<file path="src/rtl/tqvp_hx2003_pulse_job_scheduler.sv">
// tqvp_hx2003_pulse_job_scheduler: job FIFO that sequences the pulse transmitter through queued programs
module tqvp_hx2003_pulse_job_scheduler #(
  parameter int DEPTH = 4,
  parameter int GAP_W = 16
) (
  input  logic                       clk,
  input  logic                       rst,
  input  logic [30:0]                job_data,
  input  logic                       job_push,
  output logic                       job_full,
  output logic [$clog2(DEPTH):0]     job_level,
  input  logic [GAP_W-1:0]           gap_cycles,
  input  logic                       enable,
  input  logic                       abort,
  input  logic                       overflow_clr,
  output logic [30:0]                tx_cfg,
  output logic                       tx_cfg_load,
  output logic                       tx_start,
  output logic                       tx_stop,
  input  logic                       tx_busy,
  input  logic                       tx_end,
  output logic                       active,
  output logic [7:0]                 jobs_done,
  output logic                       queue_empty_irq,
  output logic                       overflow
);
  localparam int AW = $clog2(DEPTH);
  typedef enum logic [2:0] {IDLE, LOAD, START, WAIT_BUSY, RUN, GAP} state_t;
  state_t           state_q;
  logic [30:0]      mem_q [DEPTH];
  logic [AW-1:0]    wr_q, rd_q;
  logic [AW:0]      level_q;
  logic [GAP_W-1:0] gap_q;
  logic [30:0]      cfg_q;
  logic [7:0]       done_q;
  logic             stop_q, irq_q, ovf_q;
  logic             push_ok, pop, fin;
  assign job_full        = level_q == (AW+1)'(DEPTH);
  assign push_ok         = job_push & ~job_full & ~abort;
  assign pop             = state_q == IDLE && enable && level_q != '0 && !abort;
  assign fin             = state_q == RUN && (tx_end || !tx_busy) && !abort;
  assign job_level       = level_q;
  assign tx_cfg          = cfg_q;
  assign tx_cfg_load     = state_q == LOAD;
  assign tx_start        = state_q == START;
  assign tx_stop         = stop_q;
  assign active          = state_q != IDLE;
  assign jobs_done       = done_q;
  assign queue_empty_irq = irq_q;
  assign overflow        = ovf_q;
  // FIFO bookkeeping, job sequencing FSM and status flags; abort overrides everything but reset
  always_ff @(posedge clk) begin
    if (rst) begin
      state_q <= IDLE;
      wr_q    <= '0;
      rd_q    <= '0;
      level_q <= '0;
      gap_q   <= '0;
      cfg_q   <= '0;
      done_q  <= '0;
      stop_q  <= 1'b0;
      irq_q   <= 1'b0;
      ovf_q   <= 1'b0;
    end else begin
      if (push_ok) begin
        mem_q[wr_q] <= job_data;
        wr_q        <= wr_q + AW'(1);
      end
      rd_q    <= abort ? wr_q : rd_q + AW'(pop);
      level_q <= abort ? '0 : level_q + (AW+1)'(push_ok) - (AW+1)'(pop);
      ovf_q   <= (job_push & job_full & ~abort) | (ovf_q & ~overflow_clr);
      stop_q  <= abort && state_q != IDLE;
      irq_q   <= fin && level_q == '0;
      if (fin) done_q <= done_q + 8'd1;
      if (pop) cfg_q <= mem_q[rd_q];
      if (abort) begin
        state_q <= IDLE;
        gap_q   <= '0;
      end else begin
        case (state_q)
          IDLE:      state_q <= pop ? LOAD : IDLE;
          LOAD:      state_q <= START;
          START:     state_q <= WAIT_BUSY;
          WAIT_BUSY: state_q <= tx_busy ? RUN : WAIT_BUSY;
          RUN: if (fin) begin
            state_q <= gap_cycles != '0 ? GAP : IDLE;
            gap_q   <= gap_cycles != '0 ? gap_cycles - GAP_W'(1) : '0;
          end
          GAP: begin
            state_q <= gap_q == '0 ? IDLE : GAP;
            gap_q   <= gap_q == '0 ? '0 : gap_q - GAP_W'(1);
          end
          default:   state_q <= IDLE;
        endcase
      end
    end
  end
endmodule

</file>
<file path="config.mk">
export PLATFORM = sky130hd
export DESIGN_NAME = tqvp_hx2003_pulse_job_scheduler
export DESIGN_NICKNAME = d
export VERILOG_FILES = /design/src/rtl/tqvp_hx2003_pulse_job_scheduler.sv
export SDC_FILE = /design/constraint.sdc
export NUM_CORES = 1
export LEC_CHECK = 0
export ABC_AREA = 0
export ABC_CLOCK_PERIOD_IN_PS = 3800
export CAP_MARGIN = 20
export CORE_ASPECT_RATIO = 0.7
export CORE_MARGIN = 10
export CORE_UTILIZATION = 45
export DETAILED_ROUTE_END_ITERATION = 16
export GPL_ROUTABILITY_DRIVEN = 0
export GPL_TIMING_DRIVEN = 0
export PLACE_DENSITY = 0.75
export SYNTH_ARGS = -nofsm -noshare
export SYNTH_HDL_FRONTEND = slang
export SYNTH_SLANG_ARGS = --single-unit
</file>
<file path="constraint.sdc">
create_clock -name clk -period 3.8 [get_ports clk]
set_input_delay 0.76 -clock clk [delete_from_list [all_inputs] [get_ports clk]]
set_output_delay 0.76 -clock clk [all_outputs]
set_load 0.03 [all_outputs]
</file>
==> results.json <==
{
  "synth_cell_types": 60,
  "grt_setup_unrepaired": "no",
  "syn_area_per_cell_sq_um": 13.4,
  "setup.worst_path.start_class": "input pin",
  "leakagePower_nw": 3.20,
  "fmax_mhz": 310,
  "period_minus_slack_ps": 3220,
  "grt_max_degree": 32,
  "start_util_pct": 45.9,
  "p_int_mw": 3.31,
  "ys_seq_area_share_pct": 64.3,
  "numPortBuffers": 103,
  "synthesis.area_sq_mm": 0.00791,
  "die-area_sq_mm": 0.0234,
  "routedWlPerCell_microns": 19.1,
  "dp_hpwl_mm": 12.6,
  "rows": 40,
  "ys_ff_latch": 192,
  "hp-class": "flop to flop",
  "antenna_left": 0,
  "num_io_pins": 104,
  "ir_drop_uv": 284,
  "antenna_found_initial": 0,
  "overflow": 0,
  "power.density_mw_per_mm2": 437,
  "grt_pass1_wl_mm": 29.1,
  "core-area_sq_mm": 0.0172,
  "slew_violations": 0,
  "cts_buffers": 17,
  "drtPass1Iterations": 5,
  "diodes": 0,
  "path_class": "input pin to flop",
  "crit_fanout": 31,
  "drtIter0Drc": 414,
  "cap_viol_max_count": 0,
  "wl_mm": 18.2,
  "status": "completed",
  "drc_errors": 0,
  "clkPwrFrac_pct": 41.2,
  "seq_power_share_pct": 52.5,
  "power_frac_comb_pct": 6.3,
  "slew-limit-headroom_pct": 36.8,
  "crit_required_ps": 3850,
  "cts_setup_buffers": 0,
  "cts_tree": "done",
  "grt_pass1_vias": 5415,
  "clk_pin_slew_worst_paths_ps": 70,
  "hold_violations": 0,
  "fin_nets": 778,
  "holdBufCountCts": 0,
  "fin_hold_ws_ps": 454,
  "synth_flop_cell": "edfxtp_1",
  "groute.usage.overall_pct": 16.1,
  "synth_fp_nets": 656,
  "fin_crit_sh_pct": 84.8,
  "syn2layout_area_growth_pct": 24.3,
  "synth_edf_count": 124,
  "cts_resized": 0,
  "final_common_cell": "edfxtp_1",
  "setup_tns_ps": 0,
  "htree_levels": 4,
  "fillCellCount": 1385,
  "r2r_slack_ps": 950,
  "chipHeight_microns": 131,
  "setup_viol": 0,
  "layout_common_cells": "edfxtp_1 (124), clkdlybuf4s50_1 (103), nand2_1 (80), dfxtp_1 (68), a21oi_1 (44)",
  "synthCells": 590,
  "cts_root_buffer": "clkbuf_16",
  "viasPerCell": 5.51,
  "clockBufferDepth": 2,
  "finalClockSkew_ps": 11.9,
  "drive_above_1_share_pct": 11.7,
  "tightestPinTransition_ps": 948,
  "yosysWarnings": 0,
  "clk_latency_ps": 430,
  "vias": 5265,
  "clkSinkCount": 192,
  "die_w_microns": 178,
  "synthArstFlopShare_pct": 0,
  "cp.arrival_ps": 3280,
  "switching_power_mw": 0.979,
  "switching_share_pct": 22.8,
  "critPathCaptureType": "flop"
}
==> area by class of cell <==
cell class                 instances  area, sq um  share of cell area, %
clock inverter                    15          168                   1.71
buffer                            30          131                   1.34
sequential                       192         5080                   51.7
inverter                          10         37.5                  0.382
timing repair buffer             103         1030                   10.5
clock buffer                      17          425                   4.33
tap                              231          289                   2.94
multi-input combinational        358         2660                   27.1
==> power groups by stage <==
stage               Sequential [mW]  Clock (mW)  Combinational [mW]
global route                   2.26        1.90               0.293
detailed placement             2.30           0               0.271
global placement               2.30           0               0.263
finish                         2.25        1.77               0.269
floorplan                      2.31           0               0.128
CTS                            2.25        1.80               0.272
==> logic make-up after synthesis <==
family	synth area share (%)
compound gates	7.10
xor+xnor	2.99
fa+ha+maj	1.84
buf+inv	2.14
flops	64.3
mux	9.08
simple gates	12.6
==> worst max-delay path, stage by stage <==
cell and delay (ps):
clkdlybuf4s50_1 510, clkbuf_1 270, nor3b_1 630, nor2b_1 280
and2_2 810
==> Yosys cell counts, drive strengths merged, types with 2 or more instances <==
| library cell | number | share of area (%) |
|---|---|---|
| ha | 10 | 1.6 |
| nor3 | 14 | 0.95 |
| inv | 10 | 0.47 |
| nor2b | 7 | 0.55 |
| nand4 | 7 | 0.55 |
| mux4 | 31 | 8.8 |
| mux2i | 2 | 0.25 |
| a2bb2oi | 2 | 0.22 |
| dfxtp | 68 | 17 |
| o31ai | 2 | 0.19 |
| o311ai | 2 | 0.22 |
| a32oi | 3 | 0.43 |
| a211oi | 3 | 0.28 |
| and2 | 6 | 0.47 |
| nor3b | 7 | 0.66 |
| nor2 | 28 | 1.4 |
| or3b | 3 | 0.33 |
| nand2b | 2 | 0.16 |
| a31oi | 5 | 0.40 |
| nand2 | 80 | 3.8 |
| a22oi | 3 | 0.28 |
| a21oi | 44 | 2.8 |
| nand4b | 3 | 0.33 |
| nand3b | 2 | 0.19 |
| o32ai | 2 | 0.22 |
| clkbuf | 21 | 1.0 |
| buf | 9 | 0.65 |
| o221ai | 2 | 0.22 |
| or3 | 3 | 0.24 |
| edfxtp | 124 | 47 |
| xor2 | 10 | 1.1 |
| or2 | 2 | 0.16 |
| and3 | 4 | 0.32 |
| o21ai | 13 | 0.82 |
| nand3 | 8 | 0.51 |
| nor4 | 12 | 1.1 |
| xnor2 | 17 | 1.9 |
| o22ai | 2 | 0.16 |
| o21a | 2 | 0.19 |
| or4 | 4 | 0.38 |
==> state kept, by name (all words and copies together), names as in the netlist <==
signal	flops
mem_q	124
tx_cfg	31
gap_q	16
jobs_done	8
job_level	3
state_q	3
rd_q	2
wr_q	2
overflow	1
queue_empty_irq	1
tx_stop	1
==> per-stage QoR <==
step                      total power, mW  cell area [sq um]  setup slack [ps]  cells  util [%]
after floorplan                      2.44               7910               862    590         -
after global placement               2.56               9230              -404    924      53.6
after detailed placement             2.57               9230              90.6    924      53.6
after CTS                            4.33               9830               538    956      57.1
after global routing                 4.45               9830               315    956      57.1
final                                4.29               9830               578    956      57.1
==> routing by layer <==
layer  vias to the layer above  GRT usage (%)  part of all wire [%]
met4                         0           4.90                   1.1
met1                      2568           21.1                    45
li1                       2472              -                     -
met2                       204           25.5                    46
met5                         -              0                     0
met3                        21           4.70                   7.9
==> final timing paths <==
| check | startpoint | end | cells after the start |
|---|---|---|---|
| setup / recovery | abort | mem_q[3][21] | 5 |
| hold / removal | tx_cfg[3] | tx_cfg[3] | 2 |
| setup reg to reg | state_q[2] | job_level[2] | 11 |
| hold reg to reg | tx_cfg[3] | tx_cfg[3] | 2 |
(Power assumes the default switching activity.)
==> variant (same settings) <==
Register the output `job_level` once more, with the module's reset; this adds one clock of latency there. The other outputs are not delayed to match.
--- a/src/rtl/tqvp_hx2003_pulse_job_scheduler.sv
+++ b/src/rtl/tqvp_hx2003_pulse_job_scheduler.sv
@@ -39,7 +39,13 @@
   assign push_ok         = job_push & ~job_full & ~abort;
   assign pop             = state_q == IDLE && enable && level_q != '0 && !abort;
   assign fin             = state_q == RUN && (tx_end || !tx_busy) && !abort;
-  assign job_level       = level_q;
+  always_ff @(posedge clk) begin
+    if (rst) begin
+      job_level <= '0;
+    end else begin
+      job_level <= level_q;
+    end
+  end
   assign tx_cfg          = cfg_q;
   assign tx_cfg_load     = state_q == LOAD;
   assign tx_start        = state_q == START;
Function: changed (a bounded check fails within 4 cycles, from zero or initial values and one cycle with rst high).
==> variant against the unedited design <==
  * Area after synthesis rose by 1.6%
  * Clock skew barely moved
  * Critical endpoint is now level_q[2]
  * Clock power fell by 3%
  * Design area rose by 0.85%
  * Synthesized cell count rose by 1.2%
  * Sequential power rose by 2%
  * Total power fell by 0.49%
  * Largest power group unchanged
  * Wire length rose by 0.39%
  * Register-to-register slack got worse by 0.25 ns
  * Setup slack improved by 0.12 ns
  * Sequential cell count rose by 3
  * Worst hold slack improved by 0.00074 ns
==> variant: results (changes against the unedited design) <==
** Logic synthesis
- By area the synthesized netlist is led by sky130_fd_sc_hd__edfxtp_1, sky130_fd_sc_hd__dfxtp_1, sky130_fd_sc_hd__mux4_2.
- Synth cell types :: 63 (+5.0%)
- The sequential-to-total area share from yosys stat came to 64.0% (-0.27 points).

** Global route
- First-pass GRT wire length :: 28.8 mm (-0.93%)
- The number of antenna violations at the first check in global routing was 1 (+1).
- The total routing resource utilization after global routing is 15.1% (-1.0 points).
- The via count of the first global-routing pass was 5467 (+0.96%).

** Power and ir drop
- The leakage component of the power came to 3.27 nW (+2.1%).
- The maximum resistive drop on vdd was 276 µV (-2.9%).
- Clock power frac :: 40.2% (-1.0 points)
- The share of power burned in registers was 53.6% (+1.1 points).
- Sw frac :: 21.8% (-1.0 points)

** Setup path
- The reg-to-reg setup timing slack was 0.70 ns (-0.25 ns).
- The startpoint identified for the worst register-to-register timing path is state_q[0].
- The largest fanout on the critical path came to 10 (-68%).
- The arrival time at the worst endpoint was 3.38 ns (+0.10 ns).
- Type of origin of the critical path :: flop
- Worst setup path end :: level_q[2]

** Drt
- Routed length on met1 :: 7.69 mm (-5.9%)
- Via count normalized by instance count :: 5.56 (+0.91%)
- Highest metal layer with signal wires :: met4
- Met2 routed wirelength :: 8.93 mm (+5.8%)
- The wire length per cell after detailed routing came to 19.0 µm (-0.23%).
- The length of routed met3 wiring came to 1.32 mm (-7.7%).

** Status
- Outcome :: complete, no violations

** STA
- Worst hold slack after final layout :: 0.455 ns (+0.000742 ns)
- The actual transition at the worst max-transition pin was 0.902 ns (-0.0455 ns).

** Cells and area
- The share of cells above drive strength 1 was 12.7% (+1.0 points).
- Final nets :: 783 (+0.64%)

** Hold path
- Startpoint of the most critical hold path :: tx_cfg[12]

** Place
- # port buffers :: 101 (-1.9%)
- The post-place instance area was 9340 µm² (+1.2%).
- The detailed placement HPWL was 12.7 mm (+0.94%).
[variant: area by class of cell]
class	count	area, µm²
fillers	1396	7410
inverters	10	37.5
diodes	1	2.50
multi-input cells	362	2720
clock inverters	13	124
repair buffers	101	1010
plain buffers	30	140
clock buffers	19	443
flip-flops and latches	195	5140
well taps	231	289
[variant: kinds of logic (layout without fill, tap and decap cells)]
group,after synthesis,in the layout,synth area share (%)
xor gates and xnor gates,26,26,2.83
other,0,1,0
muxes,33,33,8.95
and+or+nand+nor,201,201,12.7
buffers and inverters,40,173,2.21
adders and majority gates,11,11,1.81
AOI/OAI and AO/OA,91,91,7.49
DFF,195,195,64.0
[variant: routing by layer]
metal	vias up	GRT usage, %
met3	41	4.06
li1	2489	-
met2	212	24.8
met4	0	5.82
met5	-	0
met1	2604	18.6
[variant: critical path: stages, from the launching register on]
cell and delay [ns]:
sky130_fd_sc_hd__dfxtp_1 0.33, sky130_fd_sc_hd__buf_4 0.17, sky130_fd_sc_hd__nor3_1 0.48, sky130_fd_sc_hd__nand3_1 0.36, sky130_fd_sc_hd__clkbuf_1 0.39, sky130_fd_sc_hd__xnor2_1 0.24
sky130_fd_sc_hd__ha_1 0.17, sky130_fd_sc_hd__inv_1 0.05, sky130_fd_sc_hd__fa_1 0.37, sky130_fd_sc_hd__xor2_1 0.19, sky130_fd_sc_hd__xnor2_1 0.14, sky130_fd_sc_hd__nor2_1 0.06
[variant: through the flow]
step | cells | TNS, ns | setup slack, ns | total power [mW]
after floorplan | 597 | 0 | 0.934 | 2.47
after global placement | 929 | -11.11 | -0.0990 | 2.59
after detailed placement | 929 | 0 | 0.361 | 2.60
after CTS | 961 | 0 | 0.716 | 4.31
after global routing | 962 | 0 | 0.558 | 4.41
final | 962 | 0 | 0.702 | 4.27
